## config.mk

```make
export PLATFORM = sky130hd
export DESIGN_NAME = pc_sequencer
export DESIGN_NICKNAME = d
export VERILOG_FILES = /design/src/rtl/pc_sequencer_pkg.sv /design/src/rtl/pc_sequencer_sat_counter16.sv /design/src/rtl/pc_sequencer.sv
export SDC_FILE = /design/constraint.sdc
export NUM_CORES = 1
export LEC_CHECK = 0
export CAP_MARGIN = 20
export CORE_MARGIN = 8
export CORE_UTILIZATION = 52
export CTS_CLUSTER_SIZE = 12
export DETAILED_ROUTE_END_ITERATION = 8
export HOLD_SLACK_MARGIN = 0.05
export MAX_ROUTING_LAYER = met4
export PLACE_DENSITY = 0.85
export SETUP_SLACK_MARGIN = 0.5
export SYNTH_ARGS = -nofsm -noshare
export SYNTH_HDL_FRONTEND = slang
export SYNTH_SLANG_ARGS = --single-unit
```

## constraint.sdc

```tcl
create_clock -name clk -period 2.7 [get_ports clk]
set_input_delay 0.54 -clock clk [delete_from_list [all_inputs] [get_ports clk]]
set_output_delay 0.54 -clock clk [all_outputs]
set_load 0.005 [all_outputs]
```

## src/rtl/pc_sequencer_pkg.sv

```systemverilog
// Shared control encodings for the IF-stage PC sequencer: NPC ops, FSM states, reset PC.
package pc_sequencer_pkg;

   localparam int          NPC_OP_W         = 5;
   localparam logic [4:0]  NPC_PLUS4        = 5'b00000;
   localparam logic [4:0]  NPC_BRANCH       = 5'b00001;
   localparam logic [4:0]  NPC_JUMP         = 5'b00010;
   localparam logic [4:0]  NPC_JALR         = 5'b00100;

   localparam logic [31:0] RESET_PC_DEFAULT = 32'h0000_0000;
   localparam logic [31:0] PC_ALIGN_MASK    = 32'hFFFF_FFFC;

   typedef enum logic [1:0] {
      ST_BOOT = 2'd0,
      ST_RUN  = 2'd1,
      ST_HOLD = 2'd2
   } seq_state_e;

   function automatic logic is_redirect_op(input logic [NPC_OP_W-1:0] op);
      return (op == NPC_BRANCH) || (op == NPC_JUMP) || (op == NPC_JALR);
   endfunction

endpackage

```

## src/rtl/pc_sequencer_sat_counter16.sv

```systemverilog
// 16-bit up-counter that sticks at all-ones; synchronous clear beats enable.
module sat_counter16 (
   input  logic        clk,
   input  logic        rstn,
   input  logic        clr_i,
   input  logic        en_i,
   output logic [15:0] cnt_o
);

   logic [15:0] cnt_q;
   logic [15:0] cnt_d;

   always_comb begin
      cnt_d = cnt_q;
      if (clr_i) begin
         cnt_d = 16'h0000;
      end else if (en_i && (cnt_q != 16'hFFFF)) begin
         cnt_d = cnt_q + 16'h0001;
      end
   end

   always_ff @(posedge clk or negedge rstn) begin
      if (!rstn) begin
         cnt_q <= 16'h0000;
      end else begin
         cnt_q <= cnt_d;
      end
   end

   assign cnt_o = cnt_q;

endmodule

```

## src/rtl/pc_sequencer.sv

```systemverilog
// IF-stage PC owner: picks the NPC op, runs the fetch handshake and flushes on EX redirects.
//  state | meaning
//  BOOT  | first cycle after reset, no fetch request, pc = RESET_PC
//  RUN   | fetching; sequential advance, stall, or redirect
//  HOLD  | redirect taken with fetch outstanding; target latched until ready
module pc_sequencer
   import pc_sequencer_pkg::*;
#(
   parameter logic [31:0] RESET_PC = RESET_PC_DEFAULT,
   parameter int          OP_W     = NPC_OP_W
) (
   input  logic            clk,
   input  logic            rstn,
   input  logic            stall_i,
   input  logic            ex_valid_i,
   input  logic [OP_W-1:0] ex_npcop_i,
   input  logic [31:0]     npc_i,
   output logic [OP_W-1:0] npc_op_o,
   output logic [31:0]     pc_o,
   output logic            imem_req_o,
   input  logic            imem_ready_i,
   output logic            fetch_valid_o,
   output logic            flush_ifid_o,
   output logic            flush_idex_o,
   output logic [15:0]     redirect_cnt_o
);

   seq_state_e      state_q, state_d;
   logic [31:0]     pc_q, pc_d;
   logic [31:0]     tgt_q, tgt_d;
   logic [OP_W-1:0] npc_op;
   logic            req, fetch_valid, flush, cnt_en;
   logic            redirect;
   logic [31:0]     npc_aligned;

   assign redirect    = ex_valid_i && is_redirect_op(ex_npcop_i);
   assign npc_aligned = npc_i & PC_ALIGN_MASK;

   always_comb begin
      state_d     = state_q;
      pc_d        = pc_q;
      tgt_d       = tgt_q;
      npc_op      = OP_W'(NPC_PLUS4);
      req         = 1'b0;
      fetch_valid = 1'b0;
      flush       = 1'b0;
      cnt_en      = 1'b0;
      case (state_q)
         ST_BOOT: begin
            state_d = ST_RUN;
         end
         ST_RUN: begin
            req = 1'b1;
            if (redirect) begin
               npc_op = ex_npcop_i;
               flush  = 1'b1;
               cnt_en = 1'b1;
               if (imem_ready_i) begin
                  pc_d = npc_aligned;
               end else begin
                  tgt_d   = npc_aligned;
                  state_d = ST_HOLD;
               end
            end else if (!stall_i) begin
               fetch_valid = imem_ready_i;
               if (imem_ready_i) begin
                  pc_d = npc_aligned;
               end
            end
         end
         ST_HOLD: begin
            // pc stays put until the outstanding fetch completes; its data is dropped
            req = 1'b1;
            if (redirect) begin
               npc_op = ex_npcop_i;
               flush  = 1'b1;
               cnt_en = 1'b1;
               if (imem_ready_i) begin
                  pc_d    = npc_aligned;
                  state_d = ST_RUN;
               end else begin
                  tgt_d = npc_aligned;
               end
            end else if (imem_ready_i) begin
               pc_d    = tgt_q;
               state_d = ST_RUN;
            end
         end
         default: begin
            state_d = ST_BOOT;
         end
      endcase
   end

   always_ff @(posedge clk or negedge rstn) begin
      if (!rstn) begin
         state_q <= ST_BOOT;
         pc_q    <= RESET_PC;
         tgt_q   <= 32'h0000_0000;
      end else begin
         state_q <= state_d;
         pc_q    <= pc_d;
         tgt_q   <= tgt_d;
      end
   end

   sat_counter16 u_redirect_cnt (
      .clk   (clk),
      .rstn  (rstn),
      .clr_i (1'b0),
      .en_i  (cnt_en),
      .cnt_o (redirect_cnt_o)
   );

   assign npc_op_o      = npc_op;
   assign pc_o          = pc_q;
   assign imem_req_o    = req;
   assign fetch_valid_o = fetch_valid;
   assign flush_ifid_o  = flush;
   assign flush_idex_o  = flush;

endmodule

```

==> flow_summary.json <==
{
  "rr_worst_depth": 7,
  "avgSynthCellArea_um2": 12.8,
  "slew_headroom_pct": 54.3,
  "clock-sinks": 80,
  "critPathMaxFanout": 3,
  "synth-seq-cells": 80,
  "synth.distinct_cells": 38,
  "place_congestion": 0.820,
  "layout-area-overhead-vs-synth_pct": 37.2,
  "start_kind": "input pin",
  "place_hpwl_um": 5870,
  "dieWidth_um": 99.3,
  "layout-drive-gt1-share_pct": 29.0,
  "critical_path_class": "in2out",
  "root_buffer": "clkbuf_8",
  "cp_data_required_time_ns": 2.16,
  "nNetsFinal": 430,
  "clockBufferDepth": 2,
  "cts_hold_buf": 0,
  "cp_top_family": "buffers and inverters",
  "vdd_drop_max_v": 0.000487,
  "grt_pass1_vias": 2853,
  "layout.area.seq_um2": 2000,
  "drtPass1Iterations": 4,
  "core_area_um2": 6760,
  "insertion_delay_ns": 0.35,
  "drt-initial-drc-count": 105,
  "power_density_nw_per_um2": 878,
  "netlist.area_leader.share_pct": 55.5,
  "critPathBufInv": 3,
  "post-route-min-period_ns": 2.13,
  "antenna_found_initial": 0,
  "hold_class": "in2async",
  "drc": 0,
  "synthFlopType": "dfrtp_1",
  "path_depth": 7,
  "drv_slew": 0,
  "critPathCaptureType": "primary output",
  "io-pin-count": 99,
  "max-cap-violations": 0,
  "hold_violations": 0,
  "finalPower_mw": 4.35,
  "setup_violations": 0,
  "grt_pass1_wl_um": 14500,
  "grt_max_degree": 81,
  "cts_made_buffers": 9,
  "vias": 2757,
  "synth_edf_count": 0,
  "r2r-end": "tgt_q[19]",
  "endpoint": "fetch_valid_o",
  "rsz0062_at_grt": "true",
  "h-tree-depth": 3,
  "critPathMaxStageDelay_ns": 0.26,
  "crit_top_cell": "buf_2",
  "die-area_um2": 9860,
  "multiInputGateArea_um2": 1530,
  "p_leak_nw": 2.14,
  "yosysSeqAreaShare_pct": 55.5,
  "worst_slew_pin_slew_ns": 0.680,
  "antenna_cells": 0,
  "async_reset_ff_share_pct": 100,
  "overflow": 0,
  "cts_tree": "built",
  "synth_area_leaders": "dfrtp_1 56%, mux2_2 9.7%, o221a_2 9.4%",
  "die_y_um": 99.3,
  "synthCells": 281,
  "grt.total_usage_pct": 18.7,
  "netlist_area_um2": 3610,
  "fin_worst_skew_ns": 0.0111,
  "whs_ns": 0.0557,
  "clk_pin_slew_ns": 0.08,
  "fillers": 443,
  "yosysWarnings": 0,
  "status": "finished clean",
  "wire_per_inst_um": 18.2,
  "timing.rr.start": "state_q[0]",
  "port_buffers": 94,
  "initial_core_util_pct": 53.4,
  "fin_crit_sh_pct": 79.0,
  "totalWireLength_um": 8520,
  "cp.arrival_ns": 1.59,
  "synth_top_area_cell": "dfrtp_1",
  "viasPerCell": 5.88,
  "ant_nets": 0,
  "path_cells": "buf_2, xor2_1, buf_4, o211ai_1, nand2_1, nor3_2, buf_2",
  "cp_slowest_cell": "o211ai_1",
  "reg2reg_slack_ns": 0.77,
  "fmax_mhz": 469,
  "row_count": 30,
  "startpoint": "ex_npcop_i[2]"
}
repair_timing:
action | CTS | global route
pin swaps | 9 | 3
gates resized for setup | 36 | 4
setup buffers | 2 | 1
setup endpoints to repair | 37 | 4
routing by layer:
layer	GRT usage, %	routed length (um)
met1	23.7	3800
met2	28.1	4080
met3	4.61	523
met4	7.92	116
met5	-	0
how the worst min path moves through the flow:
stage,from,to,slack [ns],cells past startpoint
floorplan,rstn,pc_o[0],0.24,0
global placement,tgt_q[6],tgt_q[6],0.48,1
CTS,rstn,pc_o[10],0.39,1
finish,rstn,tgt_q[8],0.06,1
detailed placement,u_redirect_cnt.cnt_o[15],u_redirect_cnt.cnt_o[15],0.49,1
global route,rstn,tgt_q[8],0.05,1
registers in the layout, summed over array words and instances, names as in the netlist:
name	count
u_redirect_cnt.cnt_o	16
state_q	2
tgt_q	30
pc_o	32
metrics by stage:
| step | instances | setup TNS (ns) | worst slack (ns) | cell area [um^2] | utilization [%] |
|---|---|---|---|---|---|
| after global placement | 449 | -0.312 | -0.152 | 4690 | 69.4 |
| after global routing | 469 | 0 | 0.459 | 4950 | 73.2 |
| after detailed placement | 449 | -0.452 | -0.133 | 4690 | 69.4 |
| final | 469 | 0 | 0.568 | 4950 | 73.2 |
| after floorplan | 282 | 0 | 0.611 | 3610 | - |
| after CTS | 467 | 0 | 0.473 | 4910 | 72.6 |
cells by family (layout without fill, tap and decap cells):
logic type,after synthesis,in the layout,share of synthesized area [%]
compound gates,47,47,13.0
fa+ha+maj,4,4,1.39
mux,31,31,9.68
xor+xnor,14,14,3.40
flops,80,80,55.5
other cells,1,2,0.104
buf+inv,24,131,3.50
simple gates,80,80,13.4
where the power goes:
group / internal, mW / leakage [nW] / total (mW) / switching [mW]
logic: 0.996 / 1.07 / 1.49 / 0.494
registers: 1.66 / 0.965 / 1.93 / 0.266
clock network: 0.503 / 0.109 / 0.926 / 0.423
worst register-to-register path: stages, from the launching register on:
cell	delay [ns]
dfrtp_1	0.40
inv_2	0.07
ha_4	0.30
o2111ai_2	0.14
buf_4	0.23
nor2_4	0.11
buf_12	0.20
mux2_2	0.39
layout make-up:
type | count | share of cell area [%]
inverters | 5 | 0.379
clock inverters | 4 | 1.04
well taps | 80 | 2.02
clock buffers | 12 | 3.34
multi-input cells | 178 | 30.9
repair buffers | 110 | 21.8
flip-flops and latches | 80 | 40.5
cells in the mapped netlist, types with 4 or more instances:
cell	instances
nor3_1	7
o221a_2	30
buf_4	9
dfrtp_1	80
nand4_1	5
nor2_1	7
clkbuf_1	8
inv_1	5
or3_1	30
o21ai_0	4
ha_1	4
mux2_2	31
nand3_1	4
xor2_1	13
and3_1	5
nand2_1	8
cells in the final DEF (no fill, tap or decap), types with 2 or more instances in the layout:
cell	count
and4_1	3
or3_1	30
buf_4	13
nor3_1	6
o221a_2	30
o21ai_0	3
dlygate4sd2_1	6
buf_2	6
nand4_1	5
a21oi_1	2
buf_12	3
nor4_1	3
conb_1	2
clkbuf_8	12
inv_2	2
mux2_2	31
inv_1	3
ha_1	2
dfrtp_1	80
nor2_1	6
a2bb2oi_1	2
xor2_1	13
nand3_1	4
and3_1	5
nand2_1	8
clkdlybuf4s50_1	80
nor2b_1	3
(Power assumes the default switching activity.)
==> edit 1 (config.mk and constraints unchanged) <==
The 3 states of `seq_state_e` get a one-hot encoding in 3 bits.
--- a/src/rtl/pc_sequencer_pkg.sv
+++ b/src/rtl/pc_sequencer_pkg.sv
@@ -12,6 +12,6 @@
 
-   typedef enum logic [1:0] {
-      ST_BOOT = 2'd0,
-      ST_RUN  = 2'd1,
-      ST_HOLD = 2'd2
+   typedef enum logic [2:0] {
+      ST_BOOT = 3'b001,
+      ST_RUN  = 3'b010,
+      ST_HOLD = 3'b100
    } seq_state_e;
Formal check against the unedited RTL: no difference found for any inputs over 4 cycles, from zero or initial values and one cycle with rstn low; so few cycles prove little.
==> edit 1 against the original RTL <==
Global-route usage is 1.7 points lower; power grew 6.5%; synthesized cell count grew 8.5%; maximum frequency shrank 2.1%; cell area up 13%; setup slack got worse by 0.045 ns; critical path type unchanged; sequential cell count grew 1; die area rose by 9.6%; largest power group unchanged; wire length grew 4.5%; sequential share of layout area down 4.2 points; register-to-register slack is essentially flat; synthesized area increased by 11%; clock power grew 11%.
==> edit 1: results <==
status:
  outcome: "completed"
synth:
  synth_mux_area_frac: 0.162
  synthAdderAreaFrac: 0.00311
  synth_top_cell_area_share: 0.498
  yosysWarnings: 0
  synth_common_cells: "80 x dfrtp_1, 32 x nand2b_1, 30 x a2bb2oi_2, 30 x mux2i_1, 16 x mux2_2"
  ys_types: 43
  synth_compound_area_frac: 0.144
  synthXorXnorAreaFrac: 0.0370
  yosys-top-cells-area: "dfrtp_1 50%, a2bb2oi_2 11%, mux2i_1 7.5%, nand2b_1 5.0%, mux2_2 4.5%"
  yosysSeqAreaShare: 0.505
global_route:
  track_usage: 0.170
  grt_start_max_net_pins: 45
  grt_pass1_wl_um: 14800
  grt_pass1_vias: 2995
  antenna_found_initial: 0
detailed_routing:
  first_pass_iters: 4
  wl_met3_um: 344
  wl_met2_um: 4550
  dr_total_vias: 2795
  wl_met1_um: 3920
  wl_um: 8900
  drt_iter0_markers: 67
power:
  ir_worst_vdd_uv: 447
  leakagePower_uw: 0.00264
setup_path:
  r2r-start: "state_q[1]$_DFFE_PN0P_"
  timing.rr.end: "u_redirect_cnt.cnt_o[7]$_DFFE_PN0P_"
  r2r_cells: 6
clock_tree:
  clk-insertion-delay-late_ns: 0.34
  clk_pin_slew_ns: 0.08
placement:
  place_congestion: 0.756
  hpwl_um: 6140
  place_ws_ns: -0.239
finish:
  drive_gt1_frac: 0.276
  nets: 462
  largest_register_ffs: 32
  fillCellCount: 519
sta:
  skew_ns: 0.00793
  max-slew-margin-rel: 0.664
flow_run:
  max_cap_viol_count: 0
floorplanning:
  core_area_sq_um: 7610
min_path:
  worstHoldPathType: "in -> async"
-- edit 1: final cells by class --
type / instances / area share
multi-input combinational: 198 / 0.343
tap: 102 / 0.0228
inverter: 6 / 0.00402
clock inverter: 5 / 0.0186
clock buffer: 11 / 0.0235
timing repair buffer: 123 / 0.225
sequential: 81 / 0.363
-- edit 1: routing by layer --
layer | vias to the layer above | track usage
met5 | - | -
met4 | 0 | 0.0589
met3 | 8 | 0.0384
met2 | 59 | 0.282
met1 | 1416 | 0.200
li1 | 1312 | -
-- edit 1: timing repair --
item / CTS / global route
setup buffers: 8 / 1
gates resized for setup: 49 / 12
setup endpoints to repair: 69 / 13
gates cloned: 1 / 0
pin swaps: 6 / 3
-- edit 1: worst max-delay path: stages --
cell	delay [ns]
buf_6	0.10
xor2_1	0.16
o211a_1	0.25
buf_6	0.13
nor4_4	0.29
buf_2	0.17
-- edit 1: cells by family after synthesis --
logic type               after synthesis
flip-flops                            81
AND/OR/NAND/NOR                       71
multiplexers                          61
AO/OA/AOI/OAI                         46
buffers and inverters                 27
XOR/XNOR                              17
adder cells (fa/ha/maj)                1
other                                  1
-- edit 1: report_power, final --
group	switching [uW]	internal, uW	total, uW
sequential	317	1650	1970
clock	419	616	1030
combinational	528	1100	1620
total	1260	3370	4630
-- edit 1: through the flow --
step                      TNS, ns  hold slack, ns  cell area (sq um)  std cells
final                           0           0.165               5600        526
after global routing            0           0.200               5600        526
after CTS                       0           0.168               5580        525
after detailed placement   -0.818           0.474               5210        500
after global placement     -0.529           0.466               5210        500
after floorplan                 0           0.244               4020        306
-- edit 1: how the worst max path moves through the flow --
stage | start | end | slack (ns) | cells past startpoint
6_report | ex_npcop_i[0] | fetch_valid_o | 0.52 | 6
2_1_floorplan | ex_npcop_i[3] | pc_o[10]$_DFFE_PN0P_ | 0.76 | 7
3_3_place_gp | ex_npcop_i[0] | fetch_valid_o | -0.18 | 5
4_1_cts | ex_npcop_i[2] | fetch_valid_o | 0.44 | 6
5_1_grt | ex_npcop_i[0] | fetch_valid_o | 0.50 | 6
3_5_place_dp | ex_npcop_i[0] | fetch_valid_o | -0.24 | 5
==> edit 2 (same settings) <==
Made on the original files. The package constant `NPC_OP_W` goes from 5 to 7.
--- a/src/rtl/pc_sequencer_pkg.sv
+++ b/src/rtl/pc_sequencer_pkg.sv
@@ -3,3 +3,3 @@
 
-   localparam int          NPC_OP_W         = 5;
+   localparam int          NPC_OP_W         = 7;
    localparam logic [4:0]  NPC_PLUS4        = 5'b00000;
Ports: changed (resized ex_npcop_i and npc_op_o); port bits go from 99 to 103. The function was not compared with the original's and may differ.
==> edit 2 against the original RTL <==
Power decreased by 11%; synthesized cell count is 36% higher; cell count grew 31%; setup slack lost 0.12 ns; synthesized area grew 9.8%; sequential cell count unchanged; cell area is 14% higher; global-route usage grew 4.0 points; non-clock buffer count rose by 34; die area increased by 8.2%; wire length rose by 36%; largest cell class unchanged.
==> edit 2: results <==
status:
  outcome: "completed"
finish:
  nets: 558
  drive_gt1_frac: 0.237
placement:
  place_ws_ns: -0.322
  place_congestion: 0.768
  hpwl_um: 7440
  numPortBuffers: 96
detailed_routing:
  drt_iter0_markers: 159
  first_pass_iters: 4
  dr_total_vias: 3503
  wl_met3_um: 699
  wl_met2_um: 6160
  routedWlPerCell_um: 18.8
  wl_met1_um: 4510
global_route:
  grt_pass1_vias: 3659
  grt_pass1_wl_um: 18100
  gr-usage-met2: 0.382
  track_usage: 0.227
  use_met1: 0.267
  grt_start_max_net_pins: 43
  grt_use_met3: 0.0321
setup_path:
  r2r-start: "state_q[1]$_DFFE_PN0P_"
  r2r_slack_ns: 0.64
  r2r_cells: 9
  cp_max_fo: 5
  cp-endpoint: "npc_op_o[1]"
  timing.rr.end: "tgt_q[22]$_DFFE_PN0P_"
  crit_start: "ex_npcop_i[1]"
  cpPeakStageDelay_ns: 0.33
  cpMaxStageDelayCell: "o2111a_2"
  cp.arrival_ns: 1.72
power:
  p_int_uw: 2740
  leakagePower_uw: 0.00252
  ir_worst_vdd_uv: 344
sta:
  holdWs_ns: 0.154
  tightest_slew_ns: 0.505
  skew_ns: 0.0115
  setup_slack_ns: 0.444
synth:
  synth_top_flop_cell: "dfrtp_1"
  yosysSeqAreaShare: 0.506
  yosys-top-cells-area: "dfrtp_1 51%, mux2_4 11%, nand3_1 8.0%, nand2_1 6.6%, nand4_1 6.0%"
  synth_common_cells: "80 x dfrtp_1, 70 x nand2_1, 63 x nand3_1"
  ys_types: 35
clock_tree:
  clk-insertion-delay-late_ns: 0.35
  numCtsBuffers: 9
  htreeDepth: 3
min_path:
  worstHoldPathType: "in -> async"
[edit 2: cell count changes after synthesis, moves of 11 or more]
cell	before	now
mux2_2	31	1
mux2_4	0	30
nand2_1	8	70
nand3_1	4	63
nand4_1	5	38
o221a_2	30	0
or3_1	30	0
xnor2_1	1	13
xor2_1	13	2
[edit 2: cells by family (layout without fill, tap and decap cells)]
family          Yosys count  in the layout  share of synthesized area
compound gates           13             13                     0.0250
xor+xnor                 15             15                     0.0332
fa+ha+maj                 5              5                     0.0158
buf+inv                  36            165                     0.0468
flops                    80             80                      0.506
mux                      31             31                      0.117
other cells               1              4                   0.000947
simple gates            201            201                      0.256
[edit 2: repair_timing]
| item | 4_1_cts | 5_1_grt |
|---|---|---|
| gates cloned | 0 | 0 |
| buffers inserted | 14 | 6 |
| gates resized for setup | 50 | 17 |
| pin swaps | 4 | 6 |
| hold buffers | 0 | 0 |
| hold endpoints to repair | 0 | 0 |
| setup endpoints to repair | 81 | 58 |
[edit 2: metrics by stage]
stage | util | cells | cell area [sq um]
3_5_place_dp | 0.685 | 580 | 5180
3_3_place_gp | 0.685 | 580 | 5180
5_1_grt | 0.743 | 616 | 5620
6_report | 0.743 | 616 | 5620
4_1_cts | 0.733 | 610 | 5550
2_1_floorplan | - | 385 | 3970
[edit 2: final cells by class]
class | instances | area (sq um)
clock buffers | 10 | 128
clock inverters | 6 | 108
fillers | 481 | 1940
inverters | 5 | 18.8
multi-input cells | 269 | 1890
flip-flops and latches | 80 | 2000
well taps | 102 | 128
repair buffers | 144 | 1350
[edit 2: power groups by stage]
stage | Clock, uW | Sequential (uW) | Combinational, uW
after global routing | 1110 | 1610 | 1330
final | 1060 | 1580 | 1220
after floorplan | 0 | 1600 | 437
after global placement | 0 | 1590 | 1080
after detailed placement | 0 | 1600 | 1130
after CTS | 1060 | 1580 | 1180
